<file path="src/rtl/skel_pkg.sv">
// ============================================================================
// Module      : skel_pkg
// Description : Shared types and constants for the frame reader.
// Revision    : 1.0 - initial release
// ============================================================================
`default_nettype none

package skel_pkg;

    localparam int PIX_W     = 8;
    localparam int PAYLOAD_W = PIX_W + 2;

    localparam logic [PIX_W-1:0] BIN_HIGH = 8'hFF;

    typedef enum logic [1:0] {
        ST_IDLE   = 2'd0,
        ST_STREAM = 2'd1,
        ST_DRAIN  = 2'd2
    } reader_state_e;

endpackage

`default_nettype wire

</file>
<file path="src/rtl/pixel_skid_buffer.sv">
// ============================================================================
// Module      : pixel_skid_buffer
// Description : Two-entry FIFO for returned pixels {data, row_end, last}.
// Revision    : 1.0 - initial release
// ============================================================================
`default_nettype none

module pixel_skid_buffer
    import skel_pkg::*;
(
    input  logic                 clk,
    input  logic                 rst_n,
    input  logic                 flush,
    input  logic                 push,
    input  logic [PAYLOAD_W-1:0] push_data,
    input  logic                 pop,
    output logic [PAYLOAD_W-1:0] head_data,
    output logic                 head_valid,
    output logic [1:0]           count
);

    logic [PAYLOAD_W-1:0] slot0_q, slot0_d;
    logic [PAYLOAD_W-1:0] slot1_q, slot1_d;
    logic [1:0]           count_q, count_d;
    logic                 do_pop;
    logic                 do_push;

    always_comb begin
        slot0_d = slot0_q;
        slot1_d = slot1_q;
        count_d = count_q;
        do_pop  = pop && (count_q != 2'd0);
        do_push = push && ((count_q != 2'd2) || do_pop);
        if (flush) begin
            slot0_d = '0;
            slot1_d = '0;
            count_d = 2'd0;
        end else begin
            // Pop first so a simultaneous push lands in the slot freed by it.
            if (do_pop) begin
                slot0_d = slot1_q;
                count_d = count_q - 2'd1;
            end
            if (do_push) begin
                if (count_d == 2'd0) begin
                    slot0_d = push_data;
                end else begin
                    slot1_d = push_data;
                end
                count_d = count_d + 2'd1;
            end
        end
    end

    always_ff @(posedge clk or negedge rst_n) begin
        if (!rst_n) begin
            slot0_q <= '0;
            slot1_q <= '0;
            count_q <= 2'd0;
        end else begin
            slot0_q <= slot0_d;
            slot1_q <= slot1_d;
            count_q <= count_d;
        end
    end

    assign head_data  = slot0_q;
    assign head_valid = (count_q != 2'd0);
    assign count      = count_q;

endmodule

`default_nettype wire

</file>
<file path="src/rtl/frame_reader.sv">
// ============================================================================
// Module      : frame_reader
// Description : Streams an N*N frame from image RAM in raster order with
//               valid/ready flow control. Optional FRAME_READER_BINARIZE_EN
//               maps every nonzero pixel to 8'hFF.
// Revision    : 1.0 - initial release
// ============================================================================
`default_nettype none

module frame_reader
    import skel_pkg::*;
#(
    parameter int N       = 8,
    parameter int bitSize = 6
) (
    input  logic             clk,
    input  logic             rst_n,
    input  logic             start,
    input  logic             abort,
    output logic [bitSize:0] rd_addr,
    input  logic [PIX_W-1:0] rd_data,
    output logic [PIX_W-1:0] out_data,
    output logic             out_valid,
    input  logic             out_ready,
    output logic             out_row_end,
    output logic             out_last,
    output logic             busy,
    output logic             done
);

    localparam int            AW        = bitSize + 1;
    localparam logic [AW-1:0] LAST_ADDR = AW'(N * N - 1);
    localparam logic [AW-1:0] LAST_COL  = AW'(N - 1);

    reader_state_e state_q, state_d;
    logic [AW-1:0] rd_addr_q, rd_addr_d;
    logic [AW-1:0] next_addr_q, next_addr_d;
    logic [AW-1:0] col_q, col_d;
    logic          inflight_q, inflight_d;
    logic          pend_row_end_q, pend_row_end_d;
    logic          pend_last_q, pend_last_d;
    logic          busy_q, busy_d;
    logic          done_q, done_d;

    logic [PAYLOAD_W-1:0] w_head;
    logic                 w_fifo_valid;
    logic [1:0]           w_fifo_count;
    logic [PIX_W-1:0]     w_pix;
    logic [2:0]           w_occ;
    logic                 w_pop;
    logic                 w_push;
    logic                 w_flush;
    logic                 w_issue;

`ifdef FRAME_READER_BINARIZE_EN
    assign w_pix = (rd_data != '0) ? BIN_HIGH : '0;
`else
    assign w_pix = rd_data;
`endif

    assign w_pop   = w_fifo_valid && out_ready;
    assign w_flush = abort && (state_q != ST_IDLE);
    assign w_push  = inflight_q && !w_flush;
    // Occupancy net of this cycle's pop keeps one beat per cycle sustainable.
    assign w_occ   = {1'b0, w_fifo_count} - {2'b00, w_pop} + {2'b00, inflight_q};
    assign w_issue = (state_q == ST_STREAM) && !abort && (w_occ < 3'd2);

    always_comb begin
        state_d        = state_q;
        rd_addr_d      = rd_addr_q;
        next_addr_d    = next_addr_q;
        col_d          = col_q;
        inflight_d     = 1'b0;
        pend_row_end_d = pend_row_end_q;
        pend_last_d    = pend_last_q;
        busy_d         = busy_q;
        done_d         = 1'b0;
        case (state_q)
            ST_IDLE: begin
                if (start && !abort) begin
                    state_d     = ST_STREAM;
                    busy_d      = 1'b1;
                    next_addr_d = '0;
                    col_d       = '0;
                end
            end
            ST_STREAM: begin
                if (abort) begin
                    state_d   = ST_IDLE;
                    busy_d    = 1'b0;
                    rd_addr_d = '0;
                end else if (w_issue) begin
                    rd_addr_d      = next_addr_q;
                    inflight_d     = 1'b1;
                    pend_row_end_d = (col_q == LAST_COL);
                    pend_last_d    = (next_addr_q == LAST_ADDR);
                    next_addr_d    = next_addr_q + 1'b1;
                    col_d          = (col_q == LAST_COL) ? '0 : col_q + 1'b1;
                    if (next_addr_q == LAST_ADDR) begin
                        state_d = ST_DRAIN;
                    end
                end
            end
            ST_DRAIN: begin
                if (abort) begin
                    state_d   = ST_IDLE;
                    busy_d    = 1'b0;
                    rd_addr_d = '0;
                end else if (w_pop && w_head[0]) begin
                    state_d   = ST_IDLE;
                    busy_d    = 1'b0;
                    done_d    = 1'b1;
                    rd_addr_d = '0;
                end
            end
            default: begin
                state_d   = ST_IDLE;
                busy_d    = 1'b0;
                rd_addr_d = '0;
            end
        endcase
    end

    always_ff @(posedge clk or negedge rst_n) begin
        if (!rst_n) begin
            state_q        <= ST_IDLE;
            rd_addr_q      <= '0;
            next_addr_q    <= '0;
            col_q          <= '0;
            inflight_q     <= 1'b0;
            pend_row_end_q <= 1'b0;
            pend_last_q    <= 1'b0;
            busy_q         <= 1'b0;
            done_q         <= 1'b0;
        end else begin
            state_q        <= state_d;
            rd_addr_q      <= rd_addr_d;
            next_addr_q    <= next_addr_d;
            col_q          <= col_d;
            inflight_q     <= inflight_d;
            pend_row_end_q <= pend_row_end_d;
            pend_last_q    <= pend_last_d;
            busy_q         <= busy_d;
            done_q         <= done_d;
        end
    end

    pixel_skid_buffer u_fifo (
        .clk        (clk),
        .rst_n      (rst_n),
        .flush      (w_flush),
        .push       (w_push),
        .push_data  ({w_pix, pend_row_end_q, pend_last_q}),
        .pop        (w_pop),
        .head_data  (w_head),
        .head_valid (w_fifo_valid),
        .count      (w_fifo_count)
    );

    assign rd_addr     = rd_addr_q;
    assign out_data    = w_head[PAYLOAD_W-1:2];
    assign out_row_end = w_head[1];
    assign out_last    = w_head[0];
    assign out_valid   = w_fifo_valid;
    assign busy        = busy_q;
    assign done        = done_q;

endmodule

`default_nettype wire

</file>
<file path="config.mk">
export PLATFORM = sky130hd
export DESIGN_NAME = frame_reader
export DESIGN_NICKNAME = d
export VERILOG_FILES = /design/src/rtl/skel_pkg.sv /design/src/rtl/pixel_skid_buffer.sv /design/src/rtl/frame_reader.sv
export SDC_FILE = /design/constraint.sdc
export NUM_CORES = 1
export LEC_CHECK = 0
export CAP_MARGIN = 5
export CORE_ASPECT_RATIO = 2
export CORE_MARGIN = 2
export CORE_UTILIZATION = 53
export DETAILED_ROUTE_END_ITERATION = 8
export HOLD_SLACK_MARGIN = 0.1
export PLACE_DENSITY = 0.77
export SYNTH_ARGS = -nofsm -noshare
export SYNTH_HDL_FRONTEND = slang
export SYNTH_SLANG_ARGS = --single-unit
</file>
<file path="constraint.sdc">
create_clock -name clk -period 6.54 [get_ports clk]
set_clock_uncertainty 0.2 [all_clocks]
set_input_delay 1.635 -clock clk [delete_from_list [all_inputs] [get_ports clk]]
set_output_delay 1.635 -clock clk [all_outputs]
set_load 0.1 [all_outputs]
</file>
* Yosys cells after proc, flatten, opt, wreduce, memory -nomap -nowiden *
Index checks and enable logic that the tools add are counted.

word-level totals
  bits in registers = 50
  bits of input ports = 13
  output and inout bits = 20
  word-level logic and storage cells = 100

cells by class
  add/sub/neg operators = 6
  order comparisons = 1
  equality and inequality tests = 13
  muxes and demuxes = 42
  bitwise logic cells = 2
  reduce and logical (&&, ||, !) cells = 24

operators with widths
  operator             number
  $mux 10              7
  $mux 7               10
  $pmux 7 s2           2
  $pmux 7 s3           1
  $mux 2               10
  $add 7x1->7 const B  2
  $ne 2x2->1 const B   6
  $mux 1               10
  $logic_and 1x1->1    9
  $reduce_and 3->1     3
  $reduce_and 4->1     2
  $reduce_bool 2->1    4
  $eq 7x3->1 const B   1
  $eq 7x6->1 const B   1
  $ne 3x3->1 const B   2
  $pmux 2 s3           1
  $logic_not 2->1      2
  $add 3x1->3          1
  $lt 3x2->1 const B   1
  $ne 3x2->1 const B   1
  $pmux 1 s3           1
  $sub 2x1->3          1
  $add 2x1->2 const B  1
  $eq 2x1->1 const B   1
  other kinds (6)      8

* Depth between registers and ports, before layout *
  depth after elaboration = 9
  gate-level depth with buffers = 15
  mapped depth without buffers = 11

* Modules after synthesis *
Synthesis repeated with hierarchy kept, for this count alone.

second synthesis, totals
  cells, all modules = 222
  area total of the unflattened synthesis = 2498.6 um^2

modules (own cells, without submodules)
  module             times used  cells each  area each (um^2)  seq. area each (um^2)
  frame_reader       1           135         1396.3            700.7
  pixel_skid_buffer  1           87          1102.3            550.5

* Worst setup path after synthesis *
OpenSTA, ideal clock, no wires.

  kind = input port to flip-flop
  from = input out_ready
  to = register rd_addr_q[0], in the netlist rd_addr[0]
  library setup time = 123 ps
  arrival = 4010 ps
  data required time = 6217 ps
  setup slack = 2207 ps
  cell stages on the path = 10
  buffers on the path = 2
  path through = nor2b_1 > buf_4 > buf_2 > ha_1 > nand2b_1 > fa_1 > xnor2_2 > nand2_2 > a221o_2 > a22o_1

on the way
  cells in the longest elaborated chain, start to end = 7
  elaborated cells between the ends (all ways) = 9
  those cells by class = add/sub: 2; order compare: 1; eq/ne: 2; reduce/logical: 4

ends and longest elaborated chain
  what                          RTL line             text
  start, declared               frame_reader.sv:24   input logic out_ready,
  $logic_and 1x1->1 *           frame_reader.sv:61   assign w_pop = w_fifo_valid && out_ready;
  $sub 2x1->3                   frame_reader.sv:65   assign w_occ = {1'b0, w_fifo_count} - {2'b00, w_pop} + {2'b00, inflight_q};
  $add 3x1->3                   frame_reader.sv:65
  $lt 3x2->1                    frame_reader.sv:66   assign w_issue = (state_q == ST_STREAM) && !abort && (w_occ < 3'd2);
  $logic_and 1x1->1             frame_reader.sv:66
  $ne 3x3->1 (no line)          -
  $reduce_and 3->1 (no line) *  -
  end signal, assigned          frame_reader.sv:137  rd_addr_q <= rd_addr_d;
  end, declared                 frame_reader.sv:36   logic [AW-1:0] rd_addr_q, rd_addr_d;

Mark *: on every way between the ends. The rest lies on a longest branch, timed or not.
A chain may end at the register's enable or synchronous reset.

* Final worst setup path *
  from = input out_ready
  to = register col_q[4]

on the way
  cells in the longest elaborated chain, start to end = 7

ends and longest elaborated chain
  what                        RTL line             text
  $logic_and 1x1->1           frame_reader.sv:61
  $sub 2x1->3                 frame_reader.sv:65
  $add 3x1->3                 frame_reader.sv:65
  $lt 3x2->1                  frame_reader.sv:66
  $logic_and 1x1->1           frame_reader.sv:66
  $ne 2x2->1 (no line)        -
  $reduce_and 4->1 (no line)  -
  end signal, assigned        frame_reader.sv:139  col_q <= col_d;
  end, declared               frame_reader.sv:38   logic [AW-1:0] col_q, col_d;

No other way between the ends.

==> metrics.log <==
[metrics] vias per cell: roughly 5.7
[metrics] worst stage delay on the critical path: around 570 ps
[metrics] number of buffers on the longest clock path: 2
[metrics] Final Max Tran Viols: 0
[metrics] H-tree Lvls: 2
[metrics] Clock Latency Late Sink: approximately 310 ps
[metrics] routing usage on met2: 39.62%
[metrics] full die area: approximately 5300 um2
[metrics] area of the multi-input gates: roughly 1100 um2
[metrics] Post-CTS Hold Fix Bufs: 0
[metrics] DP HPWL: approximately 3700 um
[metrics] CTS tree: done
[metrics] residual antenna-violating net count after detailed routing: 0
[metrics] Hold Violations, Final: 0
[metrics] critical path type: primary input to flop
[metrics] master cell of the clock root buffer: clkbuf_8
[metrics] Seq cells post-synth: 50
[metrics] gate count after technology mapping: 232
[metrics] clock sink count: 50
[metrics] most used cell, CP: buf_4
[metrics] total via count after detailed routing: 1823
[metrics] P per Cell Area: around 420 nW/um2
[metrics] Critical Path Source Type: primary input
[metrics] share of synthesized area occupied by flip-flops and latches: 50.35%
[metrics] syn avg cell area: roughly 11 um2
[metrics] status: complete, no violations
[metrics] aggregate global routing overflow: 0
[metrics] P&R area growth vs syn: 17.98%
[metrics] total placed instance area: roughly 2800 um2
[metrics] setup repair bufs after CTS: 0
[metrics] proportion of total power due to net switching: 47.90%
[metrics] via count of the first global-routing pass: 1861
[metrics] number of optimization iterations in the first detailed-route pass: 4
[metrics] site row count: 35
[metrics] DIE WIDTH: between 50 and 60 um
[metrics] count of input and output buffers: 32
[metrics] tightest hold margin: 308.7 ps
[metrics] NumNets Final: ~290
[metrics] number of setup violations in the final report: 0
[metrics] M1 GR Usage: around a quarter
[metrics] Worst IR Drop VDD: 0.0003470 V
[metrics] highest fanout seen on the critical path: 17
[metrics] cells taking the most area after synthesis: dfrtp_1, mux2i_1, nor2_1
[metrics] sequential group share of total power: 35.4%
[metrics] GR Layer Usage met3: 3.264%
[metrics] reported max-cap violation count: 0
[metrics] Clk network pwr share: 14.8%
[metrics] Worst-path clk slew: 90 ps
[metrics] power dissipated by switching net loads: slightly below 600 uW
[metrics] initial antenna violation count: 0
[metrics] diodes inserted: 0
[metrics] io pins: 33
[metrics] slew at the pin closest to its max-slew limit: about 1100 ps
[metrics] total global routing track utilization: between 20 and 25%
[metrics] required time reported for the critical path endpoint: ~6600 ps
[metrics] category of the worst setup path capture point: flop
[metrics] GPL Wtd Cong: about 0.98
[metrics] CORE AREA: between 4000 and 5000 um2
[metrics] Starting Density: 54.56%
[metrics] Residual DRC: 0
[metrics] leakage component of the power: between 0.001 and 0.0015 uW
[metrics] worst endpoint data arrival time: between 4000 and 5000 ps
[metrics] total of fill cells in the finished design: around 370
[metrics] area of all sequential standard cells: ~1300 um2
[metrics] most common library cell in the layout ignoring fill and taps: dfrtp_1
[metrics] share of post-route cells with drive strength above 1: 7.519%
[metrics] number of buffer and inverter instances along the worst setup path: 4
[metrics] overall die height: ~100 um
[metrics] Fmax: roughly 220 MHz
[metrics] Internal Power: 649.1 uW
[metrics] kind of path behind the tightest hold check: flop to flop
[metrics] headroom to the max-slew limit: between 20% and 30%
[metrics] RSZ-0062 raised after global routing: false
[metrics] most frequent cells in the layout: dfrtp_1, nor2_1, clkdlybuf4s50_1
[metrics] busiest layer in global routing: met2
[metrics] part of the power in combinational logic: approximately half
[metrics] top cell type's share of synthesized area: 50.35%
[metrics] pin count of the biggest net entering global routing: just over 50
[metrics] part of the cycle the worst path needs: 70.46%
[metrics] setup_tns: 0 ps
[metrics] net count after synthesis: about 250
[metrics] crit path time final: between 4000 and 5000 ps
[metrics] Wirelength per Cell: 15.99 um
[metrics] cell family with most CP delay: buffers and inverters
[metrics] global-route wire length before repair: just under 9000 um
[metrics] starting DRC count in detailed routing: 35
[metrics] mapped cell area: approximately 2500 um2
[metrics] total instance count after detailed placement: roughly 310
[metrics] post-route non-filler standard cell count: between 300 and 400
[metrics] post-synthesis cell type count: 42
[metrics] largest area contributor in the synthesized netlist: dfrtp_1
[metrics] highest-delay cell along the critical path: fa_1
[metrics] crit-path cells: clkdlybuf4s50_1 > nor2b_1 > buf_4 > ha_1 > nand2b_1 > fa_1 > nor4bb_1 > buf_4 > nand2_4 > clkinv_4 > o21ai_4 > o31ai_1
[metrics] CTS-repair resized insts: 0
[metrics] aggregate routed wire length: just over 5000 um
[metrics] number of warning messages in the yosys log: 0
[metrics] design area: roughly 2900 um2
[metrics] cts bufs inserted: 5
power groups by stage:
stage                     Clock, uW  Sequential (uW)  Combinational, uW
after floorplan                   0              656                273
after global placement            0              444                611
after detailed placement          0              447                622
after CTS                       194              441                624
after global routing            204              452                664
final                           184              441                621
kinds of logic (layout without fill, tap and decap cells):
kind of cell | after synthesis | in the layout | share of synthesized area, %
compound gates | 46 | 46 | 13.34
xor+xnor | 8 | 8 | 3.122
fa+ha+maj | 7 | 7 | 3.827
buf+inv | 20 | 54 | 4.129
flops | 50 | 50 | 50.35
mux | 23 | 23 | 9.265
simple gates | 78 | 78 | 15.96
registers in the layout, summed over array words and instances, names as in the netlist:
name              flops
busy                  1
col_q                 7
done                  1
inflight_q            1
next_addr_q           7
pend_last_q           1
pend_row_end_q        1
rd_addr               7
state_q               2
u_fifo.count          2
u_fifo.head_data     10
u_fifo.slot1_q       10
worst reg2reg max path, stage by stage, from the launching register on:
cell,delay (ps)
dfrtp_1,480
inv_1,90
ha_1,230
nor2b_1,120
buf_4,280
ha_1,280
nand2b_1,160
fa_1,570
nor4bb_1,300
buf_4,210
nand2_4,90
clkinv_4,140
o21ai_4,90
o31ai_1,250
cell type report:
| class | count | share of cell area [%] |
|---|---|---|
| flip-flops and latches | 50 | 42.68 |
| multi-input cells | 162 | 38.58 |
| repair buffers | 36 | 11.78 |
| clock buffers | 5 | 2.347 |
| well taps | 55 | 2.347 |
| inverters | 10 | 1.451 |
| clock inverters | 3 | 0.8109 |
cell usage after synthesis (all sizes together):
cell	n
a211oi	10
nand2b	4
dfrtp	50
o211a	1
nor4b	1
nor4bb	1
a22o	9
fa	1
inv	9
a221o	1
nand2	14
and4	1
xor2	5
o21ai	12
o2111ai	1
a21oi	5
ha	6
and2	1
a31oi	1
buf	7
nor2b	4
nand3b	1
nor4	1
and3	3
mux2i	23
or3	3
clkinv	1
o31ai	2
nor2	32
xnor2	3
nand4	3
nand3	8
nor3	1
o211ai	4
clkbuf	3
stage by stage:
| step | setup slack [ps] | util [%] | total power, uW |
|---|---|---|---|
| final | 1932 | 64.37 | 1246 |
| after CTS | 1929 | 64.37 | 1260 |
| after global placement | 1708 | 62.34 | 1056 |
| after floorplan | 2207 | - | 928.5 |
| after global routing | 1692 | 64.37 | 1319 |
| after detailed placement | 1630 | 62.34 | 1069 |
path summary, 6_finish.rpt:
kind	startpoint	end	slack (ps)	cells after the start
setup / recovery	out_ready	col_q[4]$_DFFE_PN0P_	1930	12
hold / removal	rd_addr[3]$_DFFE_PN0P_	rd_addr[3]$_DFFE_PN0P_	310	1
setup reg to reg	u_fifo.count[1]$_DFF_PN0_	col_q[4]$_DFFE_PN0P_	2950	13
hold reg to reg	rd_addr[3]$_DFFE_PN0P_	rd_addr[3]$_DFFE_PN0P_	310	1
max in group asynchronous	rst_n	next_addr_q[5]$_DFFE_PN0P_	4150	1
min in group asynchronous	rst_n	u_fifo.head_data[0]$_DFF_PN0_	1330	1
per-layer routing:
metal	vias up	share of wire, %
met3	6	2.0
met1	889	39
li1	898	-
met4	0	1.1
met2	30	57
met5	-	0
Note: power is estimated with default switching activity, not from simulation.
